--- config.mk ---
export PLATFORM = sky130hd
export DESIGN_NAME = serial_addsub_unit
export DESIGN_NICKNAME = d
export VERILOG_FILES = /design/src/rtl/arith_pkg.sv /design/src/rtl/addsub_bit_cell.sv /design/src/rtl/serial_addsub_unit.sv
export SDC_FILE = /design/constraint.sdc
export NUM_CORES = 1
export LEC_CHECK = 0
export BUFFER_PORTS_ARGS = -buffer_cell sky130_fd_sc_hd__buf_2
export CORE_MARGIN = 8
export CORE_UTILIZATION = 50
export CTS_BUF_LIST = sky130_fd_sc_hd__clkbuf_16
export CTS_CLUSTER_SIZE = 40
export DETAILED_ROUTE_END_ITERATION = 8
export MAX_ROUTING_LAYER = met4
export PLACE_DENSITY = 0.73
export SLEW_MARGIN = 25
export SYNTH_ARGS = -nofsm -noshare
export SYNTH_HDL_FRONTEND = slang
export SYNTH_SLANG_ARGS = --single-unit
--- constraint.sdc ---
create_clock -name clk -period 2.28 [get_ports clk]
set_input_delay 0.114 -clock clk [delete_from_list [all_inputs] [get_ports clk]]
set_output_delay 0.114 -clock clk [all_outputs]
set_load 0.05 [all_outputs]
--- src/rtl/arith_pkg.sv ---
// arith_pkg: shared states, mode encodings and sizing helper for the serial add/sub unit.
package arith_pkg;
  typedef enum logic [1:0] {IDLE, RUN, DONE} state_t;
  localparam logic MODE_SUB = 1'b0;
  localparam logic MODE_ADD = 1'b1;
  function automatic int clog2(input int n);
    int r;
    r = 0;
    for (int v = n - 1; v > 0; v = v >> 1) r++;
    return r;
  endfunction
endpackage

--- src/rtl/addsub_bit_cell.sv ---
// addsub_bit_cell: one-bit full subtractor / full adder selected by mode.
module addsub_bit_cell
  import arith_pkg::*;
(
  input  logic a,
  input  logic b,
  input  logic chain_in,
  input  logic mode,
  output logic bit_out,
  output logic chain_out
);
  assign bit_out   = a ^ b ^ chain_in;
  assign chain_out = (mode == MODE_ADD) ? ((a & b) | (chain_in & (a ^ b)))
                                        : ((~a & b) | (~(a ^ b) & chain_in));
endmodule

--- src/rtl/serial_addsub_unit.sv ---
// serial_addsub_unit: bit-serial LSB-first add/subtract with start/busy/done handshake and flags.
module serial_addsub_unit
  import arith_pkg::*;
#(
  parameter int WIDTH = 8
) (
  input  logic             clk,
  input  logic             rst_n,
  input  logic             start,
  input  logic             mode,
  input  logic [WIDTH-1:0] operand_a,
  input  logic [WIDTH-1:0] operand_b,
  input  logic             borrow_in,
  output logic             busy,
  output logic             done,
  output logic [WIDTH-1:0] result,
  output logic             borrow_out,
  output logic             overflow
);
  localparam int CW = clog2(WIDTH);
  state_t state, state_nx;
  logic [WIDTH-1:0] a_sh, b_sh, r_sh;
  logic [CW-1:0] bit_cnt;
  logic chain, mode_q, ovf_q, bit_out, chain_out, last;
  addsub_bit_cell u_cell (
    .a(a_sh[0]),
    .b(b_sh[0]),
    .chain_in(chain),
    .mode(mode_q),
    .bit_out(bit_out),
    .chain_out(chain_out)
  );
  assign last = bit_cnt == CW'(WIDTH - 1);
  assign busy = state == RUN;
  always_comb begin
    state_nx = (state == IDLE) ? (start ? RUN : IDLE) :
               (state == RUN)  ? (last ? DONE : RUN) : IDLE;
  end
  always_ff @(posedge clk or negedge rst_n) begin
    if (!rst_n) begin
      state      <= IDLE;
      done       <= 1'b0;
      result     <= '0;
      borrow_out <= 1'b0;
      overflow   <= 1'b0;
      a_sh       <= '0;
      b_sh       <= '0;
      r_sh       <= '0;
      bit_cnt    <= '0;
      chain      <= 1'b0;
      mode_q     <= 1'b0;
      ovf_q      <= 1'b0;
    end else begin
      state <= state_nx;
      done  <= state == DONE;
      case (state)
        IDLE: if (start) begin
          a_sh    <= operand_a;
          b_sh    <= operand_b;
          mode_q  <= mode;
          chain   <= borrow_in;
          bit_cnt <= '0;
        end
        RUN: begin
          a_sh    <= a_sh >> 1;
          b_sh    <= b_sh >> 1;
          r_sh    <= {bit_out, r_sh[WIDTH-1:1]};
          chain   <= chain_out;
          bit_cnt <= bit_cnt + 1'b1;
          // On the MSB step the cell inputs are the operand sign bits.
          if (last)
            ovf_q <= (mode_q == MODE_ADD) ? ((a_sh[0] == b_sh[0]) && (bit_out != a_sh[0]))
                                          : ((a_sh[0] != b_sh[0]) && (bit_out != a_sh[0]));
        end
        DONE: begin
          result     <= r_sh;
          borrow_out <= chain;
          overflow   <= ovf_q;
        end
        default: ;
      endcase
    end
  end
endmodule
After elaboration in Yosys (flattened, before gate mapping)
Cells that the tools add are included. W data, S select, Z words.

Register bits after elaboration: 43. Input port bits: 21. Output and inout bits: 12. Logic and storage cells: 51.

Add/sub/neg operators: 1. Eq/ne operators: 7. Muxes and demuxes: 14. Bitwise logic cells: 10. Reductions and logical operators: 7.

Operators by type and width (count): $pmux W8 S2 (2); $mux W8 (2); $mux W2 (3); $pmux W3 S2 (1); $reduce_and A2 Y1 (3); $and A1 B1 Y1 (4); $mux W1 (4); $add A3 B1 Y3 const B (1); $eq A3 B3 Y1 const B (1); $mux W3 (1); $eq A2 B1 Y1 const B (1); $eq A2 B2 Y1 const B (1); $logic_and A1 B1 Y1 (2); $logic_not A2 Y1 (1); $ne A1 B1 Y1 (2); $ne A2 B2 Y1 const B (1); $not A1 Y1 (2); $or A1 B1 Y1 (2); $pmux W1 S2 (1); $reduce_bool A2 Y1 (1); $xor A1 B1 Y1 (2); $eq A1 B1 Y1 (1).

Longest topological paths before layout
Depth after elaboration: 6. Mapped depth: 5. Depth with buffers taken out: 5.

Modules after synthesis
A second synthesis with hierarchy kept.

Cell total of the unflattened synthesis: 146. Area, all modules: 1869.3 um^2.

By module, submodules not included: serial_addsub_unit (times used 1, cells each 140, area each 1813.0 um^2, seq. area each 1076.0 um^2); addsub_bit_cell (times used 1, cells each 6, area each 56.3 um^2, seq. area each 0.0 um^2).

Least setup slack after synthesis
OpenSTA, ideal clock, no wires.

Path type: reg2reg. Start: reg b_sh[0]. End: reg ovf_q. Library setup time: 0.127 ns. Arrival: 1.455 ns. Required time: 2.153 ns. Slack: 0.698 ns. Cell stages (with the launch flop): 6. Path buffers: 0. Clock period less this slack: 1.582 ns. Cells stage by stage: dfrtp_1 > inv_1 > fa_1 > xnor2_1 > nor2_1 > mux2_1.

Word-level cells in the longest chain between the ends: 5. Elaborated cells between the ends (all ways): 8. Those cells by class: eq/ne: 3; mux: 1; bitwise: 2; reduce/logical: 2.

RTL lines: start, declared (RTL line serial_addsub_unit.sv:22) `logic [WIDTH-1:0] a_sh, b_sh, r_sh;`; start signal, assigned (RTL line serial_addsub_unit.sv:59) `b_sh <= operand_b;`; start signal, assigned (RTL line serial_addsub_unit.sv:66) `b_sh <= b_sh >> 1;`; $xor A1 B1 Y1 * (2 in a row) (RTL line addsub_bit_cell.sv:12) `assign bit_out = a ^ b ^ chain_in;`; net bit_out (RTL line serial_addsub_unit.sv:24) `logic chain, mode_q, ovf_q, bit_out, chain_out, last;`; $ne A1 B1 Y1 * (RTL line serial_addsub_unit.sv:72, serial_addsub_unit.sv:73); $logic_and A1 B1 Y1, on equally long branches (RTL line serial_addsub_unit.sv:73, serial_addsub_unit.sv:72); $mux W1 * (RTL line serial_addsub_unit.sv:72) `ovf_q <= (mode_q == MODE_ADD) ? ((a_sh[0] == b_sh[0]) && (bit_out != a_sh[0]))`; end signal, assigned (RTL line serial_addsub_unit.sv:72); end, declared (RTL line serial_addsub_unit.sv:24).

The timed path passes the listed nets; every way through them passes the cells marked *. A chain may end at the register's enable or synchronous reset.

Worst setup path after layout
Start: reg state[1]. End: out busy.

Word-level cells in the longest chain between the ends: 1.

RTL lines: start, declared (RTL line serial_addsub_unit.sv:21) `state_t state, state_nx;`; start signal, assigned (RTL line serial_addsub_unit.sv:54) `state <= state_nx;`; $eq A2 B1 Y1 (RTL line serial_addsub_unit.sv:34) `assign busy = state == RUN;`; end, declared (RTL line serial_addsub_unit.sv:14) `output logic busy,`.

Every way passes these cells.

==> flow_summary.ini <==
[status]
status = finished clean

[worst_setup_path]
start_kind = flip-flop
crit_required_ps = 2170
path_class = flip-flop to output port
path_delay_family = buffers and inverters
arrival_ps = 1690
crit_path_max_incr_delay_ps = 420
slowest_stage = dfrtp_1
path_cells = nand2b_2 -> inv_4 -> buf_2
crit_buf_inv = 2
critPathCaptureType = output port
critPathMaxFanout = 26

[pwr]
p_per_area_mw_per_mm2 = 1470
p_leak_nw = 1.17
vdd_drop_max_mv = 0.574
power_w = 0.00329

[global_routing]
grt_pass1_vias = 1339
grt_pass1_wl_mm = 5.98
grt_antenna_before_repair = 0
grt_max_degree = 44
overflow = 0
grtUsageTotal_pct = 12.6

[cts]
numCtsBuffers = 5
clockBufferDepth = 2
clk_transition_reported_paths_ps = 60
clkLatencyLatePin_ps = 280
tritoncts = built
clock_sinks = 43
postCtsSetupRepairBufs = 0
root_buffer = clkbuf_16
htreeDepth = 2

[floorplanning]
core_sq_mm = 0.00363
initial_utilization_pct = 51.2
die_area_sq_mm = 0.00593
io_pins = 33
die_w_um = 77.0
row_count = 22
chipHeight_um = 77.0

[sta]
setup_ws_ps = 481
grt_setup_unrepaired = no
worst_clock_skew_ps = 2.31
report.final.slew_viol_count = 0
tightest_slew_ps = 521
fin_crit_sh_pct = 78.9
hold_viol = 0
fin_tns_setup_ps = 0
holdWs_ps = 67.7
slew_headroom_pct = 65.3
max_freq_ghz = 0.556
finalSetupViolations = 0
min_period_ps = 1800

[placement]
gp_congestion = 0.807
dp_hpwl_mm = 2.51
portBuffers = 32
pre_cts_ws_ps = 559

[drt]
drtPass1Iterations = 4
drt_wl_total_mm = 3.44
wire_per_inst_um = 13.8
drt_iter0_markers = 79
drc = 0
routed-via-count = 1278
vias_per_cell = 5.13
ant_nets = 0

[final_layout]
area_growth_pct = 19.7
nFillCells = 311
fin_util_pct = 61.3
nNetsFinal = 226
drive_gt1_share_pct = 26.4
diodes = 0
multiInputGateArea_sq_um = 727
seqCellArea_sq_mm = 0.00108

[synth]
avgSynthCellArea_sq_um = 11.2
syn_nets = 192
synth_cells = 166
synth_area_sq_mm = 0.00186
yosysUniqueCellTypes = 25
yosysSeqAreaShare_pct = 57.8
yosys_register_bits = 43
yosysWarnings = 0

[flow_run]
maxCapViolations = 0

[hold_path]
hp-class = primary input to flip-flop
==> power by group <==
| group | switching (W) | total (W) | internal [W] |
|---|---|---|---|
| combinational | 0.000744 | 0.00120 | 0.000461 |
| sequential | 0.000221 | 0.00130 | 0.00108 |
| clock | 0.000268 | 0.000778 | 0.000510 |
==> synthesized netlist by cell type <==
cell type / n / share of area [%]
mux2i_1: 14 / 7.5
inv_1: 4 / 0.81
buf_2: 3 / 0.81
clkbuf_1: 3 / 0.60
xor2_1: 1 / 0.47
o21ai_0: 18 / 4.8
ha_1: 3 / 2.0
buf_6: 1 / 0.60
xnor2_1: 1 / 0.47
dfrtp_1: 43 / 58
o21bai_2: 1 / 0.60
a21oi_1: 3 / 0.81
inv_4: 1 / 0.34
and2_1: 1 / 0.34
a22o_1: 2 / 0.94
nand2b_2: 1 / 0.47
mux2_1: 1 / 0.60
mux2_2: 10 / 6.0
nor2b_1: 4 / 1.3
a211oi_1: 1 / 0.40
o31ai_1: 1 / 0.40
nand2_1: 43 / 8.7
nand2b_1: 1 / 0.34
nor2_1: 3 / 0.60
fa_1: 2 / 2.2
==> cell families (layout without fill, tap and decap cells) <==
logic type / Yosys count / in the layout / share of synthesized area [%]
AOI/OAI and AO/OA: 26 / 26 / 8.00
and+or+nand+nor: 53 / 53 / 11.8
muxes: 25 / 25 / 14.2
xor gates and xnor gates: 2 / 2 / 0.941
buffers and inverters: 12 / 47 / 3.16
adders and majority gates: 5 / 5 / 4.17
DFF: 43 / 43 / 57.8
==> layout by cell type, fill, tap and decap left out, drive strengths merged, types with 3 or more instances in the layout <==
cell    netlist  final
clkbuf        3      5
nor2b         4      4
dfrtp        43     43
o21ai        18     18
a21oi         3      3
buf           4     33
nor2          3      3
mux2         11     11
ha            3      3
nand2        43     43
mux2i        14     14
inv           5      5
==> cell type report <==
cell class,count,area share [%]
clock buffer,5,5.61
inverter,5,0.955
sequential,43,48.3
tap,48,2.70
timing repair buffer,34,8.09
multi-input combinational,111,32.6
clock inverter,3,1.74
==> timing repair <==
item                                   CTS  global route
gates resized for setup                  0             0
endpoints found under the hold margin    0            43
hold buffers                             0             1
==> flip-flops by register name (all words and copies together) (netlist names) <==
register and cells:
bit_cnt 3, a_sh 8, overflow 1, state 2
result 8, done 1, b_sh 8, mode_q 1
borrow_out 1, ovf_q 1, r_sh 8, chain 1
==> worst paths after layout <==
check,from,to,slack (ps),cells after the start
setup / recovery,state[1],busy,480,3
hold / removal,mode,mode_q,70,2
setup reg to reg,state[1],ovf_q,560,4
hold reg to reg,r_sh[0],r_sh[0],470,2
max in group asynchronous,rst_n,r_sh[0],1560,2
min in group asynchronous,rst_n,b_sh[7],360,2
==> per-stage QoR <==
step                area [sq um]  std cells
floorplan                   1860        166
global placement            2050        240
detailed placement          2050        240
CTS                         2220        248
global route                2230        249
finish                      2230        249
==> metal layers <==
layer	routed length (um)	track usage (%)
met5	0	-
met3	197	4.78
met2	1600	19.9
met1	1600	14.5
met4	39	3.96
Note: power is estimated with default switching activity, not from simulation.
